--- config.mk ---
export PLATFORM = sky130hd
export DESIGN_NAME = uart_tx_flat
export DESIGN_NICKNAME = d
export VERILOG_FILES = /design/src/rtl/uart_pkg.sv /design/src/rtl/uart_tx_if.sv /design/src/rtl/uart_tx_sm_tx.sv /design/src/rtl/uart_tx.sv /design/src/flat_wrapper.sv
export SDC_FILE = /design/constraint.sdc
export NUM_CORES = 1
export LEC_CHECK = 0
export BUFFER_PORTS_ARGS = -buffer_cell sky130_fd_sc_hd__buf_4
export CAP_MARGIN = 20
export CORE_MARGIN = 2
export CORE_UTILIZATION = 30
export DETAILED_ROUTE_END_ITERATION = 8
export MAX_ROUTING_LAYER = met4
export PLACE_DENSITY = 0.51
export REMOVE_ABC_BUFFERS = 1
export SYNTH_ARGS = -nofsm -noshare
export SYNTH_HDL_FRONTEND = slang
export SYNTH_SLANG_ARGS = --single-unit
--- constraint.sdc ---
create_clock -name bclkx8 -period 3.1 [get_ports bclkx8]
set_input_delay 0.31 -clock bclkx8 [delete_from_list [all_inputs] [get_ports bclkx8]]
set_output_delay 0.31 -clock bclkx8 [all_outputs]
set_load 0.05 [all_outputs]
--- src/rtl/uart_pkg.sv ---
// rtl/uart_pkg.sv - UART types and constants shared by the transmit and receive paths
package uart_pkg;

   localparam int OVERSAMPLE    = 8;
   localparam int CT1_W         = 3;
   localparam int CT2_W         = 4;
   localparam int DEF_DATA_BITS = 8;

   localparam logic [CT1_W-1:0] CT1_LAST = CT1_W'(OVERSAMPLE - 1);

   typedef enum logic [2:0] {
      IDLE   = 3'd0,
      START  = 3'd1,
      DATA   = 3'd2,
      PARITY = 3'd3,
      STOP   = 3'd4
   } tx_state_t;

   function automatic logic [CT2_W-1:0] ct2_last(input int count);
      return CT2_W'(count - 1);
   endfunction

endpackage

--- src/rtl/uart_tx_if.sv ---
// rtl/uart_tx_if.sv - CPU write port and serial line of the UART transmitter
interface uart_tx_if
   import uart_pkg::*;
#(
   parameter int DATA_BITS = DEF_DATA_BITS
) ();

   logic                 wr_en;
   logic [DATA_BITS-1:0] din;
   logic                 txd;
   logic                 tdre;
   logic                 tx_busy;
   logic                 ovr;

   modport master (output wr_en, din, input txd, tdre, tx_busy, ovr);
   modport slave  (input wr_en, din, output txd, tdre, tx_busy, ovr);

endinterface

--- src/rtl/uart_tx_sm_tx.sv ---
// rtl/uart_tx_sm_tx.sv - transmit frame sequencer: state register plus combinational control
module sm_tx
   import uart_pkg::*;
#(
   parameter int DATA_BITS = DEF_DATA_BITS,
   parameter int PARITY_EN = 0,
   parameter int STOP_BITS = 1
) (
   input  logic             bclkx8,
   input  logic             rst_n,
   input  logic             tdre,
   input  logic [CT1_W-1:0] ct1,
   input  logic [CT2_W-1:0] ct2,
   output logic             load_TSR,
   output logic             shftTSR,
   output logic             clr1,
   output logic             clr2,
   output logic             inc1,
   output logic             inc2,
   output tx_state_t        tx_state
);

   localparam logic [CT2_W-1:0] DATA_LAST = ct2_last(DATA_BITS);
   localparam logic [CT2_W-1:0] STOP_LAST = ct2_last(STOP_BITS);

   tx_state_t state;
   tx_state_t state_next;
   logic      bit_end;

   assign bit_end  = (ct1 == CT1_LAST);
   assign tx_state = state;

   always_ff @(posedge bclkx8 or negedge rst_n) begin
      if (!rst_n) begin
         state <= IDLE;
      end else begin
         state <= state_next;
      end
   end

   always_comb begin
      state_next = state;
      load_TSR   = 1'b0;
      shftTSR    = 1'b0;
      inc1       = 1'b0;
      inc2       = 1'b0;
      case (state)
         IDLE: begin
            if (!tdre) begin
               load_TSR   = 1'b1;
               state_next = START;
            end
         end
         START: begin
            inc1 = 1'b1;
            if (bit_end) begin
               state_next = DATA;
            end
         end
         DATA: begin
            inc1 = 1'b1;
            if (bit_end) begin
               shftTSR = 1'b1;
               inc2    = 1'b1;
               if (ct2 == DATA_LAST) begin
                  state_next = (PARITY_EN != 0) ? PARITY : STOP;
               end
            end
         end
         PARITY: begin
            inc1 = 1'b1;
            if (bit_end) begin
               state_next = STOP;
            end
         end
         STOP: begin
            inc1 = 1'b1;
            if (bit_end) begin
               inc2 = 1'b1;
               // A waiting byte skips IDLE so frames run back to back
               if (ct2 == STOP_LAST) begin
                  if (!tdre) begin
                     load_TSR   = 1'b1;
                     state_next = START;
                  end else begin
                     state_next = IDLE;
                  end
               end
            end
         end
         default: begin
            state_next = IDLE;
         end
      endcase
      clr1 = (state_next != state);
      clr2 = (state_next != state);
   end

endmodule

--- src/rtl/uart_tx.sv ---
// rtl/uart_tx.sv - double-buffered UART transmitter clocked at 8x baud
module uart_tx
   import uart_pkg::*;
#(
   parameter int DATA_BITS  = DEF_DATA_BITS,
   parameter int PARITY_EN  = 0,
   parameter int PARITY_ODD = 0,
   parameter int STOP_BITS  = 1
) (
   input  logic      bclkx8,
   input  logic      rst_n,
   uart_tx_if.slave  bus
);

   logic [DATA_BITS-1:0] tdr;
   logic [DATA_BITS-1:0] tsr;
   logic                 parity;
   logic                 tdre;
   logic                 txd;
   logic                 ovr;
   logic [CT1_W-1:0]     ct1;
   logic [CT2_W-1:0]     ct2;
   logic                 wr_ok;
   logic                 load_TSR;
   logic                 shftTSR;
   logic                 clr1;
   logic                 clr2;
   logic                 inc1;
   logic                 inc2;
   tx_state_t            tx_state;

   assign wr_ok = bus.wr_en & tdre;

   sm_tx #(
      .DATA_BITS (DATA_BITS),
      .PARITY_EN (PARITY_EN),
      .STOP_BITS (STOP_BITS)
   ) u_sm_tx (
      .bclkx8   (bclkx8),
      .rst_n    (rst_n),
      .tdre     (tdre),
      .ct1      (ct1),
      .ct2      (ct2),
      .load_TSR (load_TSR),
      .shftTSR  (shftTSR),
      .clr1     (clr1),
      .clr2     (clr2),
      .inc1     (inc1),
      .inc2     (inc2),
      .tx_state (tx_state)
   );

   // Writes and TSR loads never share an edge, so tdre has a single owner per cycle
   always_ff @(posedge bclkx8 or negedge rst_n) begin
      if (!rst_n) begin
         tdr  <= '0;
         tdre <= 1'b1;
         ovr  <= 1'b0;
      end else begin
         ovr <= bus.wr_en & ~tdre;
         if (wr_ok) begin
            tdr  <= bus.din;
            tdre <= 1'b0;
         end else if (load_TSR) begin
            tdre <= 1'b1;
         end
      end
   end

   always_ff @(posedge bclkx8 or negedge rst_n) begin
      if (!rst_n) begin
         tsr    <= '0;
         parity <= 1'b0;
      end else if (load_TSR) begin
         tsr    <= tdr;
         parity <= (^tdr) ^ 1'(PARITY_ODD);
      end else if (shftTSR) begin
         tsr <= {1'b0, tsr[DATA_BITS-1:1]};
      end
   end

   always_ff @(posedge bclkx8 or negedge rst_n) begin
      if (!rst_n) begin
         ct1 <= '0;
         ct2 <= '0;
      end else begin
         if (clr1) begin
            ct1 <= '0;
         end else if (inc1) begin
            ct1 <= ct1 + 1'b1;
         end
         if (clr2) begin
            ct2 <= '0;
         end else if (inc2) begin
            ct2 <= ct2 + 1'b1;
         end
      end
   end

   always_ff @(posedge bclkx8 or negedge rst_n) begin
      if (!rst_n) begin
         txd <= 1'b1;
      end else begin
         case (tx_state)
            IDLE:    txd <= 1'b1;
            START:   txd <= 1'b0;
            DATA:    txd <= tsr[0];
            PARITY:  txd <= parity;
            STOP:    txd <= 1'b1;
            default: txd <= 1'b1;
         endcase
      end
   end

   assign bus.txd     = txd;
   assign bus.tdre    = tdre;
   assign bus.tx_busy = (tx_state != IDLE);
   assign bus.ovr     = ovr;

endmodule

--- src/flat_wrapper.sv ---
// flat-port wrapper written by rule: the top's interface ports become plain ports
module uart_tx_flat import uart_pkg::*;
#(
   parameter int DATA_BITS  = DEF_DATA_BITS,
   parameter int PARITY_EN  = 0,
   parameter int PARITY_ODD = 0,
   parameter int STOP_BITS  = 1
)
  (bclkx8, rst_n, bus_wr_en, bus_din, bus_txd, bus_tdre, bus_tx_busy, bus_ovr);
  uart_tx_if #(.DATA_BITS(DATA_BITS)) bus_i ();
  input  logic bclkx8;
  input  logic rst_n;
  input wire logic [$bits(bus_i.wr_en)-1:0] bus_wr_en;
  input wire logic [$bits(bus_i.din)-1:0] bus_din;
  output wire logic [$bits(bus_i.txd)-1:0] bus_txd;
  output wire logic [$bits(bus_i.tdre)-1:0] bus_tdre;
  output wire logic [$bits(bus_i.tx_busy)-1:0] bus_tx_busy;
  output wire logic [$bits(bus_i.ovr)-1:0] bus_ovr;
  assign bus_i.wr_en = bus_wr_en;
  assign bus_i.din = bus_din;
  assign bus_txd = bus_i.txd;
  assign bus_tdre = bus_i.tdre;
  assign bus_tx_busy = bus_i.tx_busy;
  assign bus_ovr = bus_i.ovr;
  uart_tx #(.DATA_BITS(DATA_BITS), .PARITY_EN(PARITY_EN), .PARITY_ODD(PARITY_ODD), .STOP_BITS(STOP_BITS)) u_core (.bclkx8(bclkx8), .rst_n(rst_n), .bus(bus_i));
endmodule
==> flow_summary_export.csv <==
group,metric,value,unit
run_status,outcome,"completed",
global_route,globalRouteTotalUtil,11.6,%
place,detailedPlacementHpwl,1.89,mm
critical_path,worstPathCellList,"ha_1 > ha_1 > nor4bb_1 > o21a_1 > nor3b_2 > a221o_1",
place,placement.io_buffers,14,
cts,cts-root-buf,"clkbuf_8",
cells_and_area,ff_latch_area,753,µm²
critical_path,critPathCaptureType,"flop",
cts,postCtsSetupRepairBufs,0,
run,max-cap-violations,0,
cts,cts_tree,"done",
synthesis,synth_seq_cells,30,
cts,cts-buffers-inserted,5,
floorplan,fp.dieArea,5700,µm²
cells_and_area,antenna_cells_inserted,0,
critical_path,r2r-start,"u_core.ct1[0]",
cells_and_area,syn_to_final_growth,15.5,%
synthesis,synthSimpleGateAreaFrac,13.4,%
synthesis,synth_top_family_by_area,"simple AND/OR/NAND/NOR gates",
sta,layout_setup_ws,1.09,ns
global_route,first_pass_grt_wire_length,4.77,mm
floorplan,start_util,30.6,%
sta,final_setup_fails,0,
floorplan,dieHeight,75.5,µm
floorplan,dieWidth,75.5,µm
synthesis,synth-compound-area-share,10.1,%
power,p_per_area,606,nW/µm²
sta,whs,0.258,ns
sta,slew_headroom,61.4,%
critical_path,crit_arrival,2.18,ns
cells_and_area,multi_input_comb_area,708,µm²
critical_path,cp_bufs_invs,0,
sta,setup_total_negative_slack,0,ns
synthesis,synth_adder_area_share,4.08,%
sta,min_period_over_period,64.7,%
critical_path,worstSetupPathType,"reg2reg",
critical_path,cp_data_required_time,3.27,ns
place,gpl.final_weighted_congestion,0.756,
route,remaining_drc_errors,0,
cts,cts_htree_levels,2,
sta,min_period,2.01,ns
critical_path,cpMostUsedCell,"ha_1",
route,detail-route-antenna-nets,0,
global_route,antenna_violations_before_repair,0,
floorplan,ios,15,
power,leakage,0.789,nW
sta,fmaxAchievable,498,MHz
cells_and_area,num-nets-final,166,
sta,report.final.slew_viol_count,0,
synthesis,ys_seq_area_share,49.1,%
cts,tritoncts_num_sinks,30,
sta,finClkSkew,0.00908,ns
cts,clock_latency,0.28,ns
global_route,vias_in_the_first_global_route,1025,
place,dp_slack,1.10,ns
critical_path,cp-startpoint,"u_core.ct1[0]",
min_path,holdCritPathClass,"in2reg",
global_route,overflow,0,
min_path,hold_path.startpoint,"bus_din[1]",
synthesis,syn-instance-count,134,
sta,rsz0062_at_grt,"no",
sta,max_slew.worst_pin.slew,0.579,ns
synthesis,synth.lib_cells_used.distinct,35,
synthesis,warning_count_from_the_yosys_run,0,
critical_path,path_max_fanout,19,
place,dpl-instance-area,1670,µm²
cells_and_area,final_cell_area,1770,µm²
route,dr.first_iter.drc_count,60,
route,detailed_routing_iteration_count_for_the_pre_antenna_repair_pass,4,
synthesis,synth.avg_cell_area,11.4,µm²
cts,clock_path_buffers,2,
critical_path,critical_path.startpoint_type,"flop",
critical_path,crit_family,"compound AO/OA/AOI/OAI gates",
route,route.vias.total,1004,
route,vias_per_instance,4.54,
sta,final-hold-violation-count,0,
synthesis,synth_xor_area_share,6.86,%
floorplan,count_of_standard_cell_rows,26,
cells_and_area,fillers,535,
route,drt_wirelength,2.66,mm
cts,cts_clk_pin_slew_worst_paths,0.07,ns
floorplan,design.core.area,5010,µm²
global_route,grt_start_max_net_pins,31,
critical_path,timing.critical_path.slowest_cell_delay,0.52,ns
cells_and_area,drive_above_1_share,25.8,%
route,routedWlPerCell,12.0,µm
power,ir_worst_vdd,0.000396,V
synthesis,post_synth_instance_area,1530,µm²
synthesis,post_synth_mux_area_share,11.8,%
critical_path,cell_with_the_largest_stage_delay_on_the_worst_path,"o21a_1",
## power by group
part | leakage, nW | switching (mW) | internal (mW)
Clock | 0.0482 | 0.145 | 0.179
Combinational | 0.363 | 0.0966 | 0.151
Sequential | 0.377 | 0.0533 | 0.449
Total | 0.789 | 0.295 | 0.778
## through the flow
stage | utilization (%) | cells | power, mW
2_1_floorplan | - | 128 | 0.701
3_3_place_gp | 33.3 | 212 | 0.760
3_5_place_dp | 33.3 | 212 | 0.762
4_1_cts | 35.3 | 221 | 1.09
5_1_grt | 35.3 | 221 | 1.14
6_report | 35.3 | 221 | 1.07
## placed cells by master (no fill, tap or decap), types with 2 or more instances in the layout
cell	n
buf_4	14
clkbuf_8	6
inv_1	3
mux2_2	8
o21a_1	2
nor2b_2	2
o21ai_1	4
a21oi_1	11
nand2b_1	2
nand2_1	11
mux2i_1	9
dfrtp_1	28
nand3_1	2
xnor2_1	9
ha_1	5
nor2_1	4
o21ai_0	7
dfstp_2	2
xor2_1	3
## final timing paths
check                           slack [ns]  depth (start not counted)                         end
worst max register to register        1.09                          6               u_core.tsr[0]
worst min register to register        0.51                          1               u_core.tsr[0]
worst min-delay path                  0.26                          2               u_core.tdr[1]
worst max-delay path                  1.09                          6               u_core.tsr[0]
min in group asynchronous             0.49                          2  u_core.u_sm_tx.tx_state[0]
max in group asynchronous             2.28                          2             u_core.bus.tdre
## logic make-up (layout without fill, tap and decap cells)
family          after synthesis  in the layout
simple gates                 33             33
fa+ha+maj                     5              5
flops                        30             30
buf+inv                      10             27
xor+xnor                     12             12
mux                          17             17
compound gates               27             27
## what timing repair did
action                                 CTS  global route
endpoints found under the hold margin   28             0
resized for setup                        0             0
hold buffers                             1             0
setup endpoints to repair                0             0
## registers in the layout, indices dropped and copies added (netlist names)
register and flops:
u_core.bus.tdre 1, u_core.bus.ovr 1, u_core.tsr 8, u_core.parity 1
u_core.u_sm_tx.tx_state 3, u_core.ct1 3, u_core.tdr 8, u_core.ct2 4
u_core.bus.txd 1
## worst register-to-register path: cells and delay by family (launching register included)
family	cells	cell delay, ns
adders and majority gates	2	0.41
and+or+nand+nor	2	0.34
DFF	1	0.36
AOI/OAI and AO/OA	2	0.79
## layout make-up
class                   count  area share, %
clock inverters             1          0.283
well taps                  70           4.95
repair buffers             15           6.50
flip-flops and latches     30           42.5
inverters                   4          0.848
clock buffers               7           4.88
multi-input cells          94           40.0
## layer usage
metal  global-route usage (%)  wire, µm  vias up
li1                         -         -      494
met5                        -         0        -
met1                     14.2      1180      485
met2                     17.3      1300       19
met3                     4.76       126        6
met4                     4.09        46        0
## synthesized netlist by cell type
master    instances  area share (%)
nor3b_2           1            0.82
buf_6             3             2.2
ha_1              5             4.1
a21boi_0          1            0.49
nor3b_1           1            0.49
nor4bb_1          1            0.65
o21ai_1           4             1.3
inv_2             1            0.24
dfrtp_1          28              46
inv_1             3            0.73
o21ai_0           7             2.3
a221o_1           1            0.65
or3_4             1            0.73
nor3_2            1            0.65
mux2i_1           9             5.9
and4b_1           1            0.65
xor2_1            3             1.7
nand2b_1          2            0.82
and3_1            1            0.41
nor2b_1           1            0.41
a21oi_1          11             3.6
xnor2_1           9             5.1
nor2b_2           2             1.1
nor2_1            4            0.98
dfstp_2           2             3.4
o211ai_2          1            0.82
and2_4            1            0.57
buf_4             3             1.5
nand2_1          11             2.7
nand3_1           2            0.65
o21a_1            2            0.98
or4_1             1            0.49
and4bb_1          1            0.82
or3_1             1            0.41
mux2_2            8             5.9
Note: power is estimated with default switching activity, not from simulation.
